## src/rtl/rv32i_pkg.sv

```systemverilog
// Shared RV32I encodings: ALU/writeback selects, x0 index and the ID/EX bubble control word.
package rv32i_pkg;

   typedef enum logic [3:0] {
      ALU_ADD  = 4'd0,
      ALU_SUB  = 4'd1,
      ALU_SLL  = 4'd2,
      ALU_SLT  = 4'd3,
      ALU_SLTU = 4'd4,
      ALU_XOR  = 4'd5,
      ALU_SRL  = 4'd6,
      ALU_SRA  = 4'd7,
      ALU_OR   = 4'd8,
      ALU_AND  = 4'd9,
      ALU_LUI  = 4'd10
   } alu_sel_e;

   typedef enum logic [1:0] {
      WB_MEM = 2'd0,
      WB_ALU = 2'd1,
      WB_PC4 = 2'd2,
      WB_IMM = 2'd3
   } wb_sel_e;

   localparam logic [4:0] REG_X0 = 5'd0;

   typedef struct packed {
      logic       valid;
      logic       reg_wen;
      logic       mem_read;
      logic       mem_rw;
      logic [3:0] alu_sel;
      logic [1:0] wb_sel;
   } ctrl_t;

   // A bubble must never write, access memory or look valid to forwarding.
   localparam ctrl_t CTRL_BUBBLE = '{valid: 1'b0, reg_wen: 1'b0, mem_read: 1'b0,
                                     mem_rw: 1'b0, alu_sel: 4'd0, wb_sel: 2'd0};

endpackage

```

## src/rtl/loaduse_detect.sv

```systemverilog
// Combinational load-use hazard compare between the load in EX and the instruction in ID.
module loaduse_detect
   import rv32i_pkg::*;
(
   input  logic       valid_id_i,
   input  logic       valid_ex_i,
   input  logic       mem_read_ex_i,
   input  logic       reg_wen_ex_i,
   input  logic [4:0] rd_ex_i,
   input  logic [4:0] rs1_id_i,
   input  logic [4:0] rs2_id_i,
   output logic       load_use_o
);

   logic rd_match_s;

   assign rd_match_s = (rd_ex_i == rs1_id_i) | (rd_ex_i == rs2_id_i);

   // Loads targeting x0 produce nothing to wait for.
   assign load_use_o = valid_id_i & valid_ex_i & mem_read_ex_i & reg_wen_ex_i
                     & (rd_ex_i != REG_X0) & rd_match_s;

endmodule

```

## src/rtl/id_ex_stage.sv

```systemverilog
// ID/EX pipeline register with load-use interlock, flush-to-bubble and saturating perf counters.
module id_ex_stage
   import rv32i_pkg::*;
#(
   parameter int XLEN  = 32,
   parameter int CNT_W = 16
) (
   input  logic             clk,
   input  logic             reset_n,
   input  logic             valid_ID,
   input  logic [XLEN-1:0]  pc_ID,
   input  logic [XLEN-1:0]  rs1Data_ID,
   input  logic [XLEN-1:0]  rs2Data_ID,
   input  logic [XLEN-1:0]  imm_ID,
   input  logic [4:0]       RS1_ID,
   input  logic [4:0]       RS2_ID,
   input  logic [4:0]       RD_ID,
   input  logic             RegWEn_ID,
   input  logic             MemRead_ID,
   input  logic             MemRW_ID,
   input  logic [3:0]       ALUSel_ID,
   input  logic [1:0]       WBSel_ID,
   input  logic             flush_EX,
   output logic             valid_EX,
   output logic [XLEN-1:0]  pc_EX,
   output logic [XLEN-1:0]  rs1Data_EX,
   output logic [XLEN-1:0]  rs2Data_EX,
   output logic [XLEN-1:0]  imm_EX,
   output logic [4:0]       RS1_EX,
   output logic [4:0]       RS2_EX,
   output logic [4:0]       RD_EX,
   output logic             RegWEn_EX,
   output logic             MemRead_EX,
   output logic             MemRW_EX,
   output logic [3:0]       ALUSel_EX,
   output logic [1:0]       WBSel_EX,
   output logic             stall_IF_ID,
   output logic [CNT_W-1:0] stallCnt,
   output logic [CNT_W-1:0] flushCnt
);

   ctrl_t             ctrl_d, ctrl_q;
   logic [XLEN-1:0]   pc_d, pc_q;
   logic [XLEN-1:0]   rs1_data_d, rs1_data_q;
   logic [XLEN-1:0]   rs2_data_d, rs2_data_q;
   logic [XLEN-1:0]   imm_d, imm_q;
   logic [4:0]        rs1_d, rs1_q;
   logic [4:0]        rs2_d, rs2_q;
   logic [4:0]        rd_d, rd_q;
   logic [CNT_W-1:0]  stall_cnt_d, stall_cnt_q;
   logic [CNT_W-1:0]  flush_cnt_d, flush_cnt_q;
   logic              load_use_s;

   function automatic logic [CNT_W-1:0] sat_inc(input logic [CNT_W-1:0] cnt);
      if (&cnt) begin
         return cnt;
      end else begin
         return cnt + {{(CNT_W-1){1'b0}}, 1'b1};
      end
   endfunction

   loaduse_detect u_loaduse_detect (
      .valid_id_i    (valid_ID),
      .valid_ex_i    (ctrl_q.valid),
      .mem_read_ex_i (ctrl_q.mem_read),
      .reg_wen_ex_i  (ctrl_q.reg_wen),
      .rd_ex_i       (rd_q),
      .rs1_id_i      (RS1_ID),
      .rs2_id_i      (RS2_ID),
      .load_use_o    (load_use_s)
   );

   // A flush kills ID anyway, so freezing upstream would only waste a cycle.
   assign stall_IF_ID = load_use_s & ~flush_EX & reset_n;

   // Next-state: flush beats load-use, both insert a bubble; otherwise capture ID.
   always_comb begin
      ctrl_d      = CTRL_BUBBLE;
      pc_d        = {XLEN{1'b0}};
      rs1_data_d  = {XLEN{1'b0}};
      rs2_data_d  = {XLEN{1'b0}};
      imm_d       = {XLEN{1'b0}};
      rs1_d       = REG_X0;
      rs2_d       = REG_X0;
      rd_d        = REG_X0;
      stall_cnt_d = stall_cnt_q;
      flush_cnt_d = flush_cnt_q;
      if (flush_EX) begin
         flush_cnt_d = sat_inc(flush_cnt_q);
      end else if (load_use_s) begin
         stall_cnt_d = sat_inc(stall_cnt_q);
      end else begin
         ctrl_d.valid    = valid_ID;
         ctrl_d.reg_wen  = RegWEn_ID;
         ctrl_d.mem_read = MemRead_ID;
         ctrl_d.mem_rw   = MemRW_ID;
         ctrl_d.alu_sel  = ALUSel_ID;
         ctrl_d.wb_sel   = WBSel_ID;
         pc_d            = pc_ID;
         rs1_data_d      = rs1Data_ID;
         rs2_data_d      = rs2Data_ID;
         imm_d           = imm_ID;
         rs1_d           = RS1_ID;
         rs2_d           = RS2_ID;
         rd_d            = RD_ID;
      end
   end

   // Pipeline and counter registers.
   always_ff @(posedge clk or negedge reset_n) begin
      if (!reset_n) begin
         ctrl_q      <= CTRL_BUBBLE;
         pc_q        <= {XLEN{1'b0}};
         rs1_data_q  <= {XLEN{1'b0}};
         rs2_data_q  <= {XLEN{1'b0}};
         imm_q       <= {XLEN{1'b0}};
         rs1_q       <= REG_X0;
         rs2_q       <= REG_X0;
         rd_q        <= REG_X0;
         stall_cnt_q <= {CNT_W{1'b0}};
         flush_cnt_q <= {CNT_W{1'b0}};
      end else begin
         ctrl_q      <= ctrl_d;
         pc_q        <= pc_d;
         rs1_data_q  <= rs1_data_d;
         rs2_data_q  <= rs2_data_d;
         imm_q       <= imm_d;
         rs1_q       <= rs1_d;
         rs2_q       <= rs2_d;
         rd_q        <= rd_d;
         stall_cnt_q <= stall_cnt_d;
         flush_cnt_q <= flush_cnt_d;
      end
   end

   assign valid_EX   = ctrl_q.valid;
   assign RegWEn_EX  = ctrl_q.reg_wen;
   assign MemRead_EX = ctrl_q.mem_read;
   assign MemRW_EX   = ctrl_q.mem_rw;
   assign ALUSel_EX  = ctrl_q.alu_sel;
   assign WBSel_EX   = ctrl_q.wb_sel;
   assign pc_EX      = pc_q;
   assign rs1Data_EX = rs1_data_q;
   assign rs2Data_EX = rs2_data_q;
   assign imm_EX     = imm_q;
   assign RS1_EX     = rs1_q;
   assign RS2_EX     = rs2_q;
   assign RD_EX      = rd_q;
   assign stallCnt   = stall_cnt_q;
   assign flushCnt   = flush_cnt_q;

endmodule

```

## config.mk

```make
export PLATFORM = sky130hd
export DESIGN_NAME = id_ex_stage
export DESIGN_NICKNAME = d
export VERILOG_FILES = /design/src/rtl/rv32i_pkg.sv /design/src/rtl/loaduse_detect.sv /design/src/rtl/id_ex_stage.sv
export SDC_FILE = /design/constraint.sdc
export NUM_CORES = 1
export LEC_CHECK = 0
export CORE_MARGIN = 5
export CORE_UTILIZATION = 44
export CTS_BUF_LIST = sky130_fd_sc_hd__clkbuf_4 sky130_fd_sc_hd__clkbuf_8
export DETAILED_ROUTE_END_ITERATION = 6
export PLACE_DENSITY = 0.88
export RECOVER_POWER = 50
export SLEW_MARGIN = 20
export SYNTH_ARGS = -nofsm -noshare
export SYNTH_HDL_FRONTEND = slang
export SYNTH_SLANG_ARGS = --single-unit
```

## constraint.sdc

```tcl
create_clock -name clk -period 5.4 [get_ports clk]
set_clock_uncertainty 0.2 [all_clocks]
set_input_delay 0.81 -clock clk [delete_from_list [all_inputs] [get_ports clk]]
set_output_delay 0.81 -clock clk [all_outputs]
set_load 0.05 [all_outputs]
```

### Word level (Yosys, flattened, before mapping)

Index checks and enable logic that the tools add are counted.
W data, S select, Z words.

* add/sub/neg operators: 2
* equality and inequality tests: 2
* multiplexer cells: 16
* bitwise logic cells: 11
* reductions and logical operators: 5

Operator list (count)
* $mux W32: 8
* $add A16 B1 Y16 const B: 2
* $reduce_and A16 Y1: 2
* $mux W5: 6
* $mux W10: 2
* $eq A5 B5 Y1: 2
* $and A1 B1 Y1: 7
* $reduce_bool A5 Y1: 1
* $not A1 Y1: 3
* $reduce_and A3 Y1: 1
* $reduce_and A2 Y1: 1
* $or A1 B1 Y1: 1

* register bits after elaboration: 185
* bits of input ports: 156
* output and inout port bits: 186
* logic and storage cells: 51

### Longest topological paths before layout

Gate-level depths: netlist (run 1).

* word-level depth: 7
* gate-level depth with buffers: 7
* mapped depth without buffers: 6

### Cells and area by module

A second synthesis (run 1) with hierarchy kept.

* cells, all modules: 486
* area total of the unflattened synthesis: 6565.0 um^2

By module, submodules not included
* id_ex_stage: times used 1, cells an instance 468, area each 6427.4 um^2, seq. area each 4629.4 um^2
* loaduse_detect: times used 1, cells an instance 18, area each 137.6 um^2, seq. area each 0.0 um^2

### Least setup slack after synthesis (run 1)

No wires, ideal clock.

* path type: input to output
* start point: in RS1_ID[0]
* end point: out stall_IF_ID
* arrival: 1931 ps
* data required time: 4390 ps
* setup slack: 2459 ps
* stages on the path: 4
* buffers on the path: 0
* cells stage by stage: xnor2_1 -> nand3_1 -> o32ai_2 -> and4b_1

* word-level cells in the longest chain between the ends: 5

RTL lines
* from (decl): line id_ex_stage.sv:15 `input logic [4:0] RS1_ID,`
* $eq A5 B5 Y1: line loaduse_detect.sv:17 `assign rd_match_s = (rd_ex_i == rs1_id_i) | (rd_ex_i == rs2_id_i);`
* $or A1 B1 Y1: line loaduse_detect.sv:17
* $and A1 B1 Y1: line loaduse_detect.sv:21 `& (rd_ex_i != REG_X0) & rd_match_s;`
* $and A1 B1 Y1 (2 in a row): line id_ex_stage.sv:74 `assign stall_IF_ID = load_use_s & ~flush_EX & reset_n;`
* to (decl): line id_ex_stage.sv:37 `output logic stall_IF_ID,`

No other way between the ends.

### Worst setup path after layout (run 1)

Ends and elaborated chain as after synthesis.

==> results of run 1 <==
[cell families (layout without fill, tap and decap cells)]
group / after synthesis / count (layout) / synth area share
AO/OA/AOI/OAI: 17 / 17 / 0.0224
XOR/XNOR: 36 / 36 / 0.0474
adder cells (fa/ha/maj): 2 / 2 / 0.00376
buffers and inverters: 22 / 379 / 0.0152
flip-flops: 185 / 185 / 0.696
multiplexers: 5 / 5 / 0.00809
other: 0 / 1 / 0
AND/OR/NAND/NOR: 222 / 222 / 0.207
[how the worst min path moves through the flow]
stage | cells after the start | to | slack (ns) | from
global placement | 1 | flushCnt[15] | 0.27 | flushCnt[15]
floorplan | 0 | ALUSel_EX[0] | 0.31 | reset_n
global route | 1 | RS1_EX[2] | 0.07 | reset_n
finish | 1 | RS1_EX[2] | 0.07 | reset_n
detailed placement | 1 | stallCnt[5] | 0.29 | stallCnt[5]
CTS | 1 | RS1_EX[2] | 0.06 | reset_n
[synthesized netlist by cell type, drive strengths merged (5+ instances only)]
library cell / number
dfrtp: 185
and2: 155
xnor2: 28
clkbuf: 17
nand4: 15
nand3: 14
nand2: 9
xor2: 8
nor2: 7
and4: 6
a21oi: 5
and3: 5
[routing by layer]
metal | wire (um) | track usage | vias up
met5 | 0 | 0 | -
met4 | 632 | 0.0924 | 0
met3 | 1770 | 0.0897 | 38
met2 | 10300 | 0.386 | 224
met1 | 6670 | 0.243 | 2396
li1 | - | - | 2265
[registers in the layout, indices dropped and copies added (netlist names)]
signal and cells:
valid_EX 1, flushCnt 16, MemRW_EX 1, RS1_EX 5, RS2_EX 5, RD_EX 5, rs1Data_EX 32, WBSel_EX 2
stallCnt 16, rs2Data_EX 32, pc_EX 32, ALUSel_EX 4, MemRead_EX 1, RegWEn_EX 1, imm_EX 32
[metrics by stage]
stage                     instance area, um2  setup WS [ns]  instances  hold slack (ns)  power (mW)
after CTS                              10700           1.35       1034           0.0561        3.39
after global routing                   10700          0.883       1035           0.0683        3.47
after detailed placement               10200           1.36       1002            0.289        2.30
after floorplan                         6650           2.46        489            0.314        1.95
final                                  10700           1.19       1035           0.0731        3.34
after global placement                 10200           1.38       1002            0.274        2.28
[final cells by class]
class,instances,area share
Inverter,2,0.000700
Tap cell,188,0.0219
Timing Repair Buffer,345,0.322
Multi-Input combinational cell,282,0.178
Clock buffer,23,0.0284
Antenna cell,1,0.000233
Sequential cell,185,0.432
Clock inverter,9,0.0172
[power by group through the flow]
stage          Clock [mW]  Sequential (mW)  Combinational, mW
3_3_place_gp            0             1.55              0.738
5_1_grt              1.17             1.53              0.767
6_report             1.09             1.52              0.732
3_5_place_dp            0             1.55              0.748
4_1_cts              1.11             1.52              0.752
2_1_floorplan           0             1.84              0.104
[critical path, cell delays in order]
cell	delay, ns
sky130_fd_sc_hd__clkdlybuf4s50_1	0.52
sky130_fd_sc_hd__xnor2_1	0.15
sky130_fd_sc_hd__nand3_1	0.13
sky130_fd_sc_hd__o32ai_1	0.51
sky130_fd_sc_hd__and4b_1	0.27
sky130_fd_sc_hd__clkdlybuf4s50_1	0.82
==> results.txt, run 1 <==
----------------------------------------------------
[Run status]
  Result of the run ... finished with violations
  Failing checks ... max-capacitance violations, max-slew violations

[Placement]
  Number of buffers added on ports ... between 300 and 400
  Half-perimeter wire length of the detailed placement result ... 15,000 um
  Placer congestion estimate ... just under 0.9

[Power]
  Reg power frac ... 0.456
  Power per standard cell area ... just over 300 nW/um2
  Logic pwr share ... 0.219
  Switching pwr ... ~1 mW
  Leakage dissipation ... about 4.8 nW
  Share of total power consumed by net switching ... 0.291
  Part of the total power dissipated in the clock network ... 0.325
  Max VDD drop ... roughly 0.18 mV
  Internal cell power ... 2.37 mW

[Clock tree]
  Clock latency on the worst-skew pair ... roughly 0.44 ns
  Number of buffers on the longest clock path ... 2
  Clock-pin slew on the worst setup and hold paths ... 0.09 ns
  Clock tree from TritonCTS ... built
  Num Clock Sinks ... roughly 190
  CTS Root Cell ... sky130_fd_sc_hd__clkbuf_8
  H-tree depth ... 4
  Number of buffers created by CTS ... 17
  Number of buffers inserted by hold repair at cts ... 0
  Post-CTS Repair Setup Buffers ... 0
  Total of cells resized after clock tree synthesis ... 0

[Synthesis]
  Number of flops mapped to enable cells by yosys ... 0
  Yosys warnings ... 0
  Mean cell area of the mapped netlist ... 13.6 um2
  Yosys cell types ... 39
  Part of the Yosys area used for sequential elements ... 0.696
  Netlist area before placement ... about 6600 um2
  Number of synthesized register bits ... 185
  Most used DFF post-synth ... sky130_fd_sc_hd__dfrtp_1
  Post-Synthesis Cells ... 489
  Share of the synthesized area in the top cell type ... 0.696
  Cells taking the most area after synthesis ... sky130_fd_sc_hd__dfrtp_1 (70%), sky130_fd_sc_hd__and2_1 (13%), sky130_fd_sc_hd__xnor2_1 (3.7%)
  Share of flip-flops with an asynchronous set or reset after synthesis ... 1.00
  Post-synthesis net count ... roughly 650
  Area leader, netlist ... sky130_fd_sc_hd__dfrtp_1

[STA]
  Final-report hold violation count ... 0
  Final sum of negative setup slack ... 0 ns
  Part of the cycle the worst path needs ... 0.780
  Post-layout minimum cycle time ... roughly 4.2 ns
  Rel. slew slack ... -1.13
  Worst Max-Slew Pin Slew ... approximately 3.2 ns
  Final Setup Violations ... 0
  Unrepaired setup endpoints after global routing ... false
  Max Fclk ... ~240 MHz
  Max-slew violation count ... just over 60

[Setup path]
  Type of the worst setup path ... input port to output port
  Highest fanout seen on the critical path ... 3
  Crit path launch ... RS1_ID[0]
  Destination of the worst register-to-register timing path ... imm_EX[26]
  R2R setup slack ... ~2.4 ns
  Reg2Reg Launch Point ... RD_EX[2]
  Endpoint of the worst setup timing path ... stall_IF_ID
  Critical path startpoint category ... input port
  Nature of the critical path endpoint ... output port
  Register-to-Register Path Depth ... 5
  Worst Path Required ... between 4 and 5 ns
  Crit path DAT ... between 3 and 4 ns

[Run]
  Max-cap viol count ... 1

[Global routing]
  Global-route wire length before repair ... just under 30,000 um
  Global router's overall resource usage ... 0.223
  Number of global-route vias before repair ... between 5,000 and 6,000
  Antenna violations before repair ... 1
  Pin count of the biggest net entering global routing ... 82
  Final global-route overflow total ... 0

[Floorplanning]
  Die area ... between 15,000 and 20,000 um2
  Die Y ... ~130 um
  Area of the placeable core ... approximately 15,000 um2
  Die extent in x ... 133 um
  Effective utilization at floorplan ... 0.442
  Top-level I/O count ... around 340
  Number of core rows ... 45

[Layout]
  Footprint of the multi-input gates ... ~1900 um2
  Post-synthesis to final-layout area growth ... 61.2%
  Share of layout cells above drive strength 1 ... 0.0686
  Commonest non-fill, non-tap cell in the layout ... sky130_fd_sc_hd__clkdlybuf4s50_1
  Top library cells by usage in the layout, fill and taps aside ... sky130_fd_sc_hd__clkdlybuf4s50_1 (261), sky130_fd_sc_hd__dfrtp_1 (185), sky130_fd_sc_hd__and2_1 (140)
  Register area ... 4630 um2
  Filler Cells Inserted ... between 1,000 and 1,500
  Final #Nets ... 991
  Post-Route Utilization ... 0.713

[Drt]
  Detail-routed via count per cell ... around 4.8
  Via count of the routed design ... 4,923
  Post-Route WL ... between 15,000 and 20,000 um
  DRT iter0 DRCs ... ~240
  Average detailed-routed wire length per instance ... between 15 and 20 um
  Detailed-route DRC error count ... 0
  Drt first pass iters ... 4
  Residual antenna-violating net count after detailed routing ... 0

[Worst hold path]
  Hold/Removal Path Class ... input port to async pin

----------------------------------------------------
Power figures use the tool's default switching activity.
==> run 2: changes to the inputs <==
Settings changed: CORE_UTILIZATION 44 to 37, PLACE_DENSITY 0.88 to 0.79.
Clock period 5.4 ns to 3.5 ns, I/O delays scaled along.
==> run 2 against run 1 <==
Effect of this change:
- the flow still finishes with violations (max-capacitance violations, max-slew violations)
- worst hold slack better by 0.23 ns
- clock-buffer cell count shrank 6
- worst setup slack got worse by 0.76 ns
- first-iteration DRC count is 14% lower
- final cell count increased by 4.0%
- die area up 17%
- cell area up 0.57%
- utilization down 11 points
- global-route usage shrank 4.2 points
- largest power group unchanged
- wire length is 3.0% lower
- via count is 2.2% lower
- register-to-register slack worse by 1.6 ns
==> results.txt, run 2 (synthesis results as in run 1) <==
----------------------------------------------------
[Floorplanning]
  Die Y ... 144 um (+8.4%)
  Area of the placeable core ... 17,800 um2 (+19%)
  Top-level I/O count ... 342 (unchanged)
  Effective utilization at floorplan ... 0.373 (-0.0696)
  Number of core rows ... 49 (+8.9%)
  Die extent in x ... 144 um (+8.4%)
  Die area ... 20,700 um2 (+17%)

[Drt]
  Detailed-route DRC error count ... 0 (unchanged)
  DRT iter0 DRCs ... 202 (-14%)
  Residual antenna-violating net count after detailed routing ... 0 (unchanged)
  Via count of the routed design ... 4,813 (-2.2%)
  Average detailed-routed wire length per instance ... 17.5 um (-6.7%)
  Post-Route WL ... 18,800 um (-3.0%)
  Drt first pass iters ... 4 (unchanged)
  Detail-routed via count per cell ... 4.47 (-6.0%)

[Global routing]
  Number of global-route vias before repair ... 5,156 (-1.5%)
  Antenna violations before repair ... 0 (-1)
  Global router's overall resource usage ... 0.181 (-0.0420)
  Final global-route overflow total ... 0 (unchanged)
  Pin count of the biggest net entering global routing ... 186 (+130%)
  Global-route wire length before repair ... 28,100 um (-5.6%)

[Clock tree]
  Clock-pin slew on the worst setup and hold paths ... 0.09 ns (about the same)
  Total of cells resized after clock tree synthesis ... 0 (unchanged)
  Post-CTS Repair Setup Buffers ... 0 (unchanged)
  CTS Root Cell ... sky130_fd_sc_hd__clkbuf_8
  Clock latency on the worst-skew pair ... 0.45 ns (about the same)
  Clock tree from TritonCTS ... built
  H-tree depth ... 4 (unchanged)
  Num Clock Sinks ... 185 (unchanged)
  Number of buffers created by CTS ... 17 (unchanged)
  Number of buffers on the longest clock path ... 2 (unchanged)
  Number of buffers inserted by hold repair at cts ... 0 (unchanged)

[Run status]
  Failing checks ... max-capacitance violations, max-slew violations
  Result of the run ... finished with violations

[Placement]
  Number of buffers added on ports ... 341 (unchanged)
  Half-perimeter wire length of the detailed placement result ... 14,100 um (-5.8%)
  Setup slack at placement ... 0.561 ns (-0.803 ns)
  Placer congestion estimate ... 0.862 (-0.69%)

[Worst hold path]
  Endpoint, Worst Hold ... flushCnt[15]
  Instance count along the most critical hold path ... 1
  Hold/Removal Path Class ... flip-flop to flip-flop
  Start point of the worst hold path ... flushCnt[15]

[STA]
  Final Setup Violations ... 0 (unchanged)
  Rel. slew slack ... -0.638 (+0.496)
  Post-layout minimum cycle time ... just over 3 ns
  Part of the cycle the worst path needs ... 0.878
  Min setup slack post-route ... 0.429 ns (-0.760 ns)
  Final-report hold violation count ... 0 (unchanged)
  Unrepaired setup endpoints after global routing ... false
  Max Fclk ... about 330 MHz
  Worst Max-Slew Pin Slew ... 2.46 ns (-0.743 ns)
  Final sum of negative setup slack ... 0 ns (unchanged)
  Max-slew violation count ... 186 (+200%)

[Layout]
  Commonest non-fill, non-tap cell in the layout ... sky130_fd_sc_hd__clkdlybuf4s50_1
  Final #Nets ... 993 (+0.20%)
  Number of diodes added for antenna fixing ... 0 (-1)
  Top library cells by usage in the layout, fill and taps aside ... sky130_fd_sc_hd__clkdlybuf4s50_1 (338), sky130_fd_sc_hd__dfrtp_1 (185), sky130_fd_sc_hd__and2_1 (120)
  Post-synthesis to final-layout area growth ... 62.2%
  Share of layout cells above drive strength 1 ... 0.0685 (-0.0000809)

[Setup path]
  Crit path launch ... RS1_ID[4]
  Worst-path cell chain ... clkdlybuf4s50_1 -> xnor2_1 -> nand3_1 -> o32ai_1 -> and4b_1 -> buf_12
  Highest fanout seen on the critical path ... 3 (unchanged)
  Register-to-Register Path Depth ... 6 (+1)
  Destination of the worst register-to-register timing path ... rs1Data_EX[31]
  Nature of the critical path endpoint ... output port
  Reg2Reg Launch Point ... RD_EX[0]
  R2R setup slack ... 0.75 ns (-1.60 ns)
  Crit path max-delay cell type ... sky130_fd_sc_hd__clkdlybuf4s50_1
  Longest individual stage delay on the worst path ... 0.54 ns (-0.28 ns)
  Critical path startpoint category ... input port
  Worst Path Required ... 2.77 ns (-1.62 ns)
  Crit path DAT ... 2.35 ns (-0.85 ns)
  Type of the worst setup path ... input port to output port

[Power]
  Power per standard cell area ... 485 nW/um2 (+56%)
  Leakage dissipation ... 4.65 nW (-3.3%)
  Max VDD drop ... 0.441 mV (+140%)

[Run]
  Max-cap viol count ... 1 (unchanged)

----------------------------------------------------
run 2: worst max-delay path, delay by kind of cell:
family / cells / cell delay [ns]
compound gates: 1 / 0.54
xor+xnor: 1 / 0.15
buf+inv: 2 / 0.69
simple gates: 2 / 0.45
run 2: worst max path at each step:
stage,cells after the start,slack [ns],to
after floorplan,4,0.90,stall_IF_ID
after global placement,6,0.59,stall_IF_ID
after detailed placement,6,0.56,stall_IF_ID
after CTS,6,0.56,stall_IF_ID
after global routing,5,0.25,stall_IF_ID
final,6,0.43,stall_IF_ID
run 2: routing by layer:
layer | global-route usage | wire, um | vias up
met1 | 0.190 | 6670 | 2294
met2 | 0.322 | 9720 | 224
met3 | 0.0744 | 2010 | 28
met4 | 0.0738 | 388 | 0
li1 | - | - | 2267
met5 | 0 | 0 | -
run 2: power by group:
group	internal (mW)	switching (mW)	total, mW
registers	2.26	0.0865	2.35
logic	0.454	0.684	1.14
clock network	0.942	0.793	1.74
run 2: final cells by class:
class                   instances  area, um2
clock inverters                14        256
well taps                     229        287
multi-input cells             282       1900
flip-flops and latches        185       4630
inverters                       2       7.51
fillers                      1423       7060
clock buffers                  17        234
repair buffers                347       3460
run 2: metrics by stage:
stage          cell area, um2  utilization  hold WS [ns]  instances  power [mW]
6_report                10800        0.604         0.300       1076        5.22
4_1_cts                 10800        0.607         0.115       1076        5.30
3_3_place_gp            10300        0.579         0.282       1045        3.53
3_5_place_dp            10300        0.579         0.286       1045        3.55
5_1_grt                 10800        0.604         0.326       1076        5.44
2_1_floorplan            6650            -        0.0294        489        3.00
